[src/rtl/serial_add_ctrl_pkg.sv]
// Shared definitions for the bit-serial adder controller.
//   ADD_WIDTH : default operand/sum width
//   state_t   : controller FSM states, fixed 2-bit encoding
package serial_add_ctrl_pkg;

  localparam int ADD_WIDTH = 8;

  typedef enum logic [1:0] {
    ST_IDLE = 2'd0,
    ST_RUN  = 2'd1,
    ST_DONE = 2'd2
  } state_t;

endpackage

[src/rtl/serial_add_ctrl_if.sv]
// Start/busy/done request interface of the serial adder.
//   master : requester drives start, A, B, Ci; observes busy, done, S, Co
//   slave  : controller side
interface serial_add_ctrl_if #(
  parameter int WIDTH = 8
);

  logic             start;
  logic [WIDTH-1:0] A;
  logic [WIDTH-1:0] B;
  logic             Ci;
  logic             busy;
  logic             done;
  logic [WIDTH-1:0] S;
  logic             Co;

  modport master (
    output start, A, B, Ci,
    input  busy, done, S, Co
  );

  modport slave (
    input  start, A, B, Ci,
    output busy, done, S, Co
  );

endinterface

[src/rtl/serial_add_ctrl_full_adder.sv]
// One-bit datapath of the serial adder: a full adder built from two half adders.
//   i_a, i_b, i_c : operand bits and carry-in
//   o_s, o_c      : sum bit and carry-out
module half_adder (
  input  logic i_a,
  input  logic i_b,
  output logic o_s,
  output logic o_c
);

  assign o_s = i_a ^ i_b;
  assign o_c = i_a & i_b;

endmodule

module full_adder (
  input  logic i_a,
  input  logic i_b,
  input  logic i_c,
  output logic o_s,
  output logic o_c
);

  logic w_s0;
  logic w_c0;
  logic w_c1;

  half_adder u_ha0 (.i_a(i_a),  .i_b(i_b), .o_s(w_s0), .o_c(w_c0));
  half_adder u_ha1 (.i_a(w_s0), .i_b(i_c), .o_s(o_s),  .o_c(w_c1));

  assign o_c = w_c0 | w_c1;

endmodule

[src/rtl/serial_add_ctrl.sv]
// Bit-serial addition controller: sequences one full adder over WIDTH cycles
// to compute {Co,S} = A + B + Ci, LSB first, with a registered carry.
//   clk  : rising-edge clock
//   rst  : synchronous active-high reset
//   bus  : slave side of serial_add_ctrl_if (start/A/B/Ci in, busy/done/S/Co out)
module serial_add_ctrl
  import serial_add_ctrl_pkg::*;
#(
  parameter int WIDTH = ADD_WIDTH
) (
  input  logic              clk,
  input  logic              rst,
  serial_add_ctrl_if.slave  bus
);

  localparam int CNT_W = $clog2(WIDTH);

  state_t             r_state;
  state_t             w_next;
  logic [WIDTH-1:0]   r_a_sr;
  logic [WIDTH-1:0]   r_b_sr;
  logic [WIDTH-1:0]   r_res_sr;
  logic               r_c;
  logic [CNT_W-1:0]   r_cnt;
  logic               r_done;
  logic [WIDTH-1:0]   r_s;
  logic               r_co;
  logic               w_sum;
  logic               w_carry;
  logic               w_last;

  full_adder u_fa (
    .i_a (r_a_sr[0]),
    .i_b (r_b_sr[0]),
    .i_c (r_c),
    .o_s (w_sum),
    .o_c (w_carry)
  );

  assign w_last = (r_cnt == CNT_W'(WIDTH - 1));

  // NOTE: state registers use non-blocking assignments so every flop samples
  // pre-edge values and simulation matches the synthesized hardware.
  always_ff @(posedge clk) begin
    if (rst) r_state <= ST_IDLE;
    else     r_state <= w_next;
  end

  // NOTE: next state is defaulted before the case so no path leaves it
  // unassigned, which would infer a latch.
  always_comb begin
    w_next = r_state;
    case (r_state)
      ST_IDLE: if (bus.start) w_next = ST_RUN;
      ST_RUN:  if (w_last)    w_next = ST_DONE;
      ST_DONE:                w_next = ST_IDLE;
      default:                w_next = ST_IDLE;
    endcase
  end

  always_ff @(posedge clk) begin
    if (rst) begin
      r_a_sr   <= '0;
      r_b_sr   <= '0;
      r_res_sr <= '0;
      r_c      <= 1'b0;
      r_cnt    <= '0;
      r_done   <= 1'b0;
      r_s      <= '0;
      r_co     <= 1'b0;
    end else begin
      case (r_state)
        ST_IDLE: begin
          r_done <= 1'b0;
          if (bus.start) begin
            r_a_sr <= bus.A;
            r_b_sr <= bus.B;
            r_c    <= bus.Ci;
            r_cnt  <= '0;
          end
        end
        ST_RUN: begin
          r_a_sr   <= r_a_sr >> 1;
          r_b_sr   <= r_b_sr >> 1;
          r_res_sr <= {w_sum, r_res_sr[WIDTH-1:1]};
          r_c      <= w_carry;
          if (w_last) begin
            // Final bit: publish the whole result at once; cnt is held so it
            // never wraps, and is reloaded on the next acceptance.
            r_s    <= {w_sum, r_res_sr[WIDTH-1:1]};
            r_co   <= w_carry;
            r_done <= 1'b1;
          end else begin
            r_cnt  <= r_cnt + 1'b1;
          end
        end
        default: r_done <= 1'b0;
      endcase
    end
  end

  assign bus.busy = (r_state != ST_IDLE);
  assign bus.done = r_done;
  assign bus.S    = r_s;
  assign bus.Co   = r_co;

endmodule

[src/flat_wrapper.sv]
// flat-port wrapper written by rule: the top's interface ports become plain ports
module serial_add_ctrl_flat import serial_add_ctrl_pkg::*;
#(
  parameter int WIDTH = ADD_WIDTH
)
  (clk, rst, bus_start, bus_A, bus_B, bus_Ci, bus_busy, bus_done, bus_S, bus_Co);
  serial_add_ctrl_if #(.WIDTH(WIDTH)) bus_i ();
  input  logic clk;
  input  logic rst;
  input wire logic [$bits(bus_i.start)-1:0] bus_start;
  input wire logic [$bits(bus_i.A)-1:0] bus_A;
  input wire logic [$bits(bus_i.B)-1:0] bus_B;
  input wire logic [$bits(bus_i.Ci)-1:0] bus_Ci;
  output wire logic [$bits(bus_i.busy)-1:0] bus_busy;
  output wire logic [$bits(bus_i.done)-1:0] bus_done;
  output wire logic [$bits(bus_i.S)-1:0] bus_S;
  output wire logic [$bits(bus_i.Co)-1:0] bus_Co;
  assign bus_i.start = bus_start;
  assign bus_i.A = bus_A;
  assign bus_i.B = bus_B;
  assign bus_i.Ci = bus_Ci;
  assign bus_busy = bus_i.busy;
  assign bus_done = bus_i.done;
  assign bus_S = bus_i.S;
  assign bus_Co = bus_i.Co;
  serial_add_ctrl #(.WIDTH(WIDTH)) u_core (.clk(clk), .rst(rst), .bus(bus_i));
endmodule
[config.mk]
export PLATFORM = sky130hd
export DESIGN_NAME = serial_add_ctrl_flat
export DESIGN_NICKNAME = d
export VERILOG_FILES = /design/src/rtl/serial_add_ctrl_pkg.sv /design/src/rtl/serial_add_ctrl_if.sv /design/src/rtl/serial_add_ctrl_full_adder.sv /design/src/rtl/serial_add_ctrl.sv /design/src/flat_wrapper.sv
export SDC_FILE = /design/constraint.sdc
export NUM_CORES = 1
export LEC_CHECK = 0
export CAP_MARGIN = 5
export CORE_UTILIZATION = 48
export CTS_CLUSTER_SIZE = 30
export DETAILED_ROUTE_END_ITERATION = 6
export PLACE_DENSITY_LB_ADDON = 0.3
export SYNTH_ARGS = -nofsm -noshare
export SYNTH_HDL_FRONTEND = slang
export SYNTH_SLANG_ARGS = --single-unit
[constraint.sdc]
create_clock -name clk -period 3.2 [get_ports clk]
set_input_delay 0.32 -clock clk [delete_from_list [all_inputs] [get_ports clk]]
set_output_delay 0.32 -clock clk [all_outputs]
set_load 0.05 [all_outputs]
==> impl_metrics.json <==
{
  "portBuffers": 30,
  "timing.final.crit_share_pct": 73.0,
  "area_growth_pct": 18.0,
  "tightest_slew_ps": 1020,
  "maxSlewHeadroom_pct": 32.0,
  "postCtsResizedCells": 0,
  "critical_path_required_ps": 2880,
  "cts_tree": "done",
  "path_cells": "inv_2 > nand2_1 > clkdlybuf4s50_1",
  "synth-seq-cells": 39,
  "clock_path_buffers": 2,
  "yosysTopAreaCell": "dfxtp_1",
  "wl_met3_um": 168,
  "dp.cells": 257,
  "grt_pass1_wl_mm": 5.74,
  "vias": 1476,
  "leakagePower_nw": 0.738,
  "cts_setup_buffers": 0,
  "start_util_pct": 50.9,
  "root_buffer": "clkbuf_4",
  "htreeDepth": 2,
  "dp_slack_ps": 1130,
  "cts_buffers": 5,
  "startpoint_type": "flop",
  "cp_max_fo": 16,
  "pin_count": 31,
  "antenna_cells": 0,
  "syn_area_sq_mm": 0.00173,
  "holdBufCountCts": 0,
  "overflow": 0,
  "synth_warnings": 0,
  "final_cells": 265,
  "drtPass1Iterations": 4,
  "maxCapViolations": 0,
  "die_area_sq_mm": 0.00384,
  "grt_max_degree": 22,
  "avgSynthCellArea_sq_um": 8.81,
  "syn_nets": 220,
  "timing.final.ws_setup_ps": 864,
  "hp-class": "reg2reg",
  "synth.most_common_cell": "dfxtp_1",
  "drt_iter0_markers": 110,
  "rows": 21,
  "die_h_um": 62.0,
  "grt_pass1_vias": 1246,
  "routabilityCongestion": 0.767,
  "grt_usage_pct": 21.0,
  "timing.clock.skew_ps": 17.6,
  "postRouteAntennaNets": 0,
  "cp_slowest_cell": "clkdlybuf4s50_1",
  "total_power_w": 0.000893,
  "status": "completed",
  "finalSetupViolCount": 0,
  "yosys.area.top_type_share_pct": 45.2,
  "wl_per_cell_um": 13.7,
  "viasPerCell": 5.57,
  "cts_sinks": 39,
  "setup_tns_ps": 0,
  "syn_inst": 196,
  "final_max_slew_viol_count": 0,
  "slowest_delay_ps": 790,
  "critPathKind": "reg2out",
  "top_layer": "met4",
  "setup.worst_path.end_class": "primary output",
  "finalHoldViolCount": 0,
  "period_needed_ps": 2340,
  "ir_worst_vdd_mv": 0.214,
  "layout.nets": 242,
  "synth.distinct_cells": 34,
  "synth_edf_count": 0,
  "arrival_ps": 2020,
  "layout-drive-gt1-share_pct": 9.59,
  "synth_top_cells_by_count": "dfxtp_1 (39), nor2_1 (26), nand2_1 (25), a21oi_1 (22), o22ai_1 (11)",
  "drt-total-wl_mm": 3.63,
  "dp_hpwl_mm": 2.52,
  "synth_ff_type": "dfxtp_1",
  "core-area_sq_mm": 0.00339,
  "clk_latency_ps": 360,
  "met2_length_mm": 1.71,
  "cp.buffers_inverters": 2,
  "grt_antenna_before_repair": 0,
  "dieWidth_um": 62.0,
  "post-route-drc-count": 0,
  "rsz0062_at_grt": "no",
  "wl_met1_mm": 1.66,
  "synth_area_leaders": "dfxtp_1 (45%), a21oi_1 (6.4%), nor2_1 (5.7%), nand2_1 (5.4%), a2111oi_2 (4.3%)",
  "synth-seq-area-share_pct": 45.2,
  "cellPowerDensity_mw_per_mm2": 439,
  "fmax_ghz": 0.428,
  "clk_pin_slew_ps": 110,
  "async_reset_ff_share_pct": 0,
  "cp_top_family": "buffers and inverters"
}
## power by group
group          switching [W]  internal, W
registers          0.0000184     0.000508
logic              0.0000609    0.0000581
clock network       0.000163    0.0000848
## cell usage in the layout (no fill, tap or decap)
cell              n
a2111oi_1         3
a2111oi_2         5
a211oi_1          3
a21oi_1          22
a22o_1            2
a31oi_2           1
and3_1            1
buf_4             2
clkbuf_1          1
clkbuf_4          5
clkdlybuf4s50_1  30
clkinv_2          1
clkinvlp_4        1
dfxtp_1          39
fa_1              1
ha_1              3
inv_1             1
inv_2             2
mux2_2            1
nand2_1          25
nand2b_1          2
nand3_1          10
nand3b_1          1
nand4_1           2
nor2_1           26
nor2b_1           1
nor3_1            2
o21a_1            2
o21ai_0           4
o21ba_2           1
o221a_2           2
o221ai_1          2
o22ai_1          11
or2_1             1
or2b_1            1
or3b_1            2
## per-layer routing
metal  GRT usage, %  up-vias
met2           32.2       43
li1               -      741
met3           3.93        7
met5              0        -
met1           27.9      685
met4           11.4        0
## kinds of logic after synthesis
logic type / count (synthesis) / synth area share, %
compound gates: 58 / 24.4
fa+ha+maj: 4 / 3.33
buf+inv: 20 / 7.39
flops: 39 / 45.2
mux: 1 / 0.652
simple gates: 74 / 19.0
## registers in the layout, indices dropped and copies added, names as in the netlist
register	count
u_core.r_res_sr	7
u_core.bus.Co	1
u_core.r_a_sr	8
u_core.r_c	1
u_core.bus.S	8
u_core.r_b_sr	8
u_core.r_state	2
u_core.r_cnt	3
u_core.bus.done	1
## final timing paths
path         slack, ps              start  cells after the start              end
max reg2reg       1420  u_core.r_state[0]                      3  u_core.bus.S[0]
max                860  u_core.r_state[0]                      3         bus_busy
min reg2reg        460    u_core.bus.S[3]                      2  u_core.bus.S[3]
min                460    u_core.bus.S[3]                      2  u_core.bus.S[3]
## stage by stage
stage / instance area (sq um) / util, % / hold WS, ps
after floorplan: 1730 / - / 437
after global placement: 1980 / 58.5 / 443
after detailed placement: 1980 / 58.5 / 446
after CTS: 2040 / 60.1 / 463
after global routing: 2040 / 60.1 / 476
final: 2040 / 60.1 / 459
## tightest hold or removal path: cells and delay by family, from the launching register on
kind	cells	cell delay [ps]
AND/OR/NAND/NOR	1	50
flip-flops	1	320
AO/OA/AOI/OAI	1	50
## area by class of cell
cell class / count / area [sq um]
inverters: 3 / 11.3
clock buffers: 6 / 41.3
flip-flops and latches: 39 / 781
multi-input cells: 137 / 818
clock inverters: 2 / 12.5
fillers: 285 / 1350
well taps: 46 / 57.6
repair buffers: 32 / 315
(Power assumes the default switching activity.)
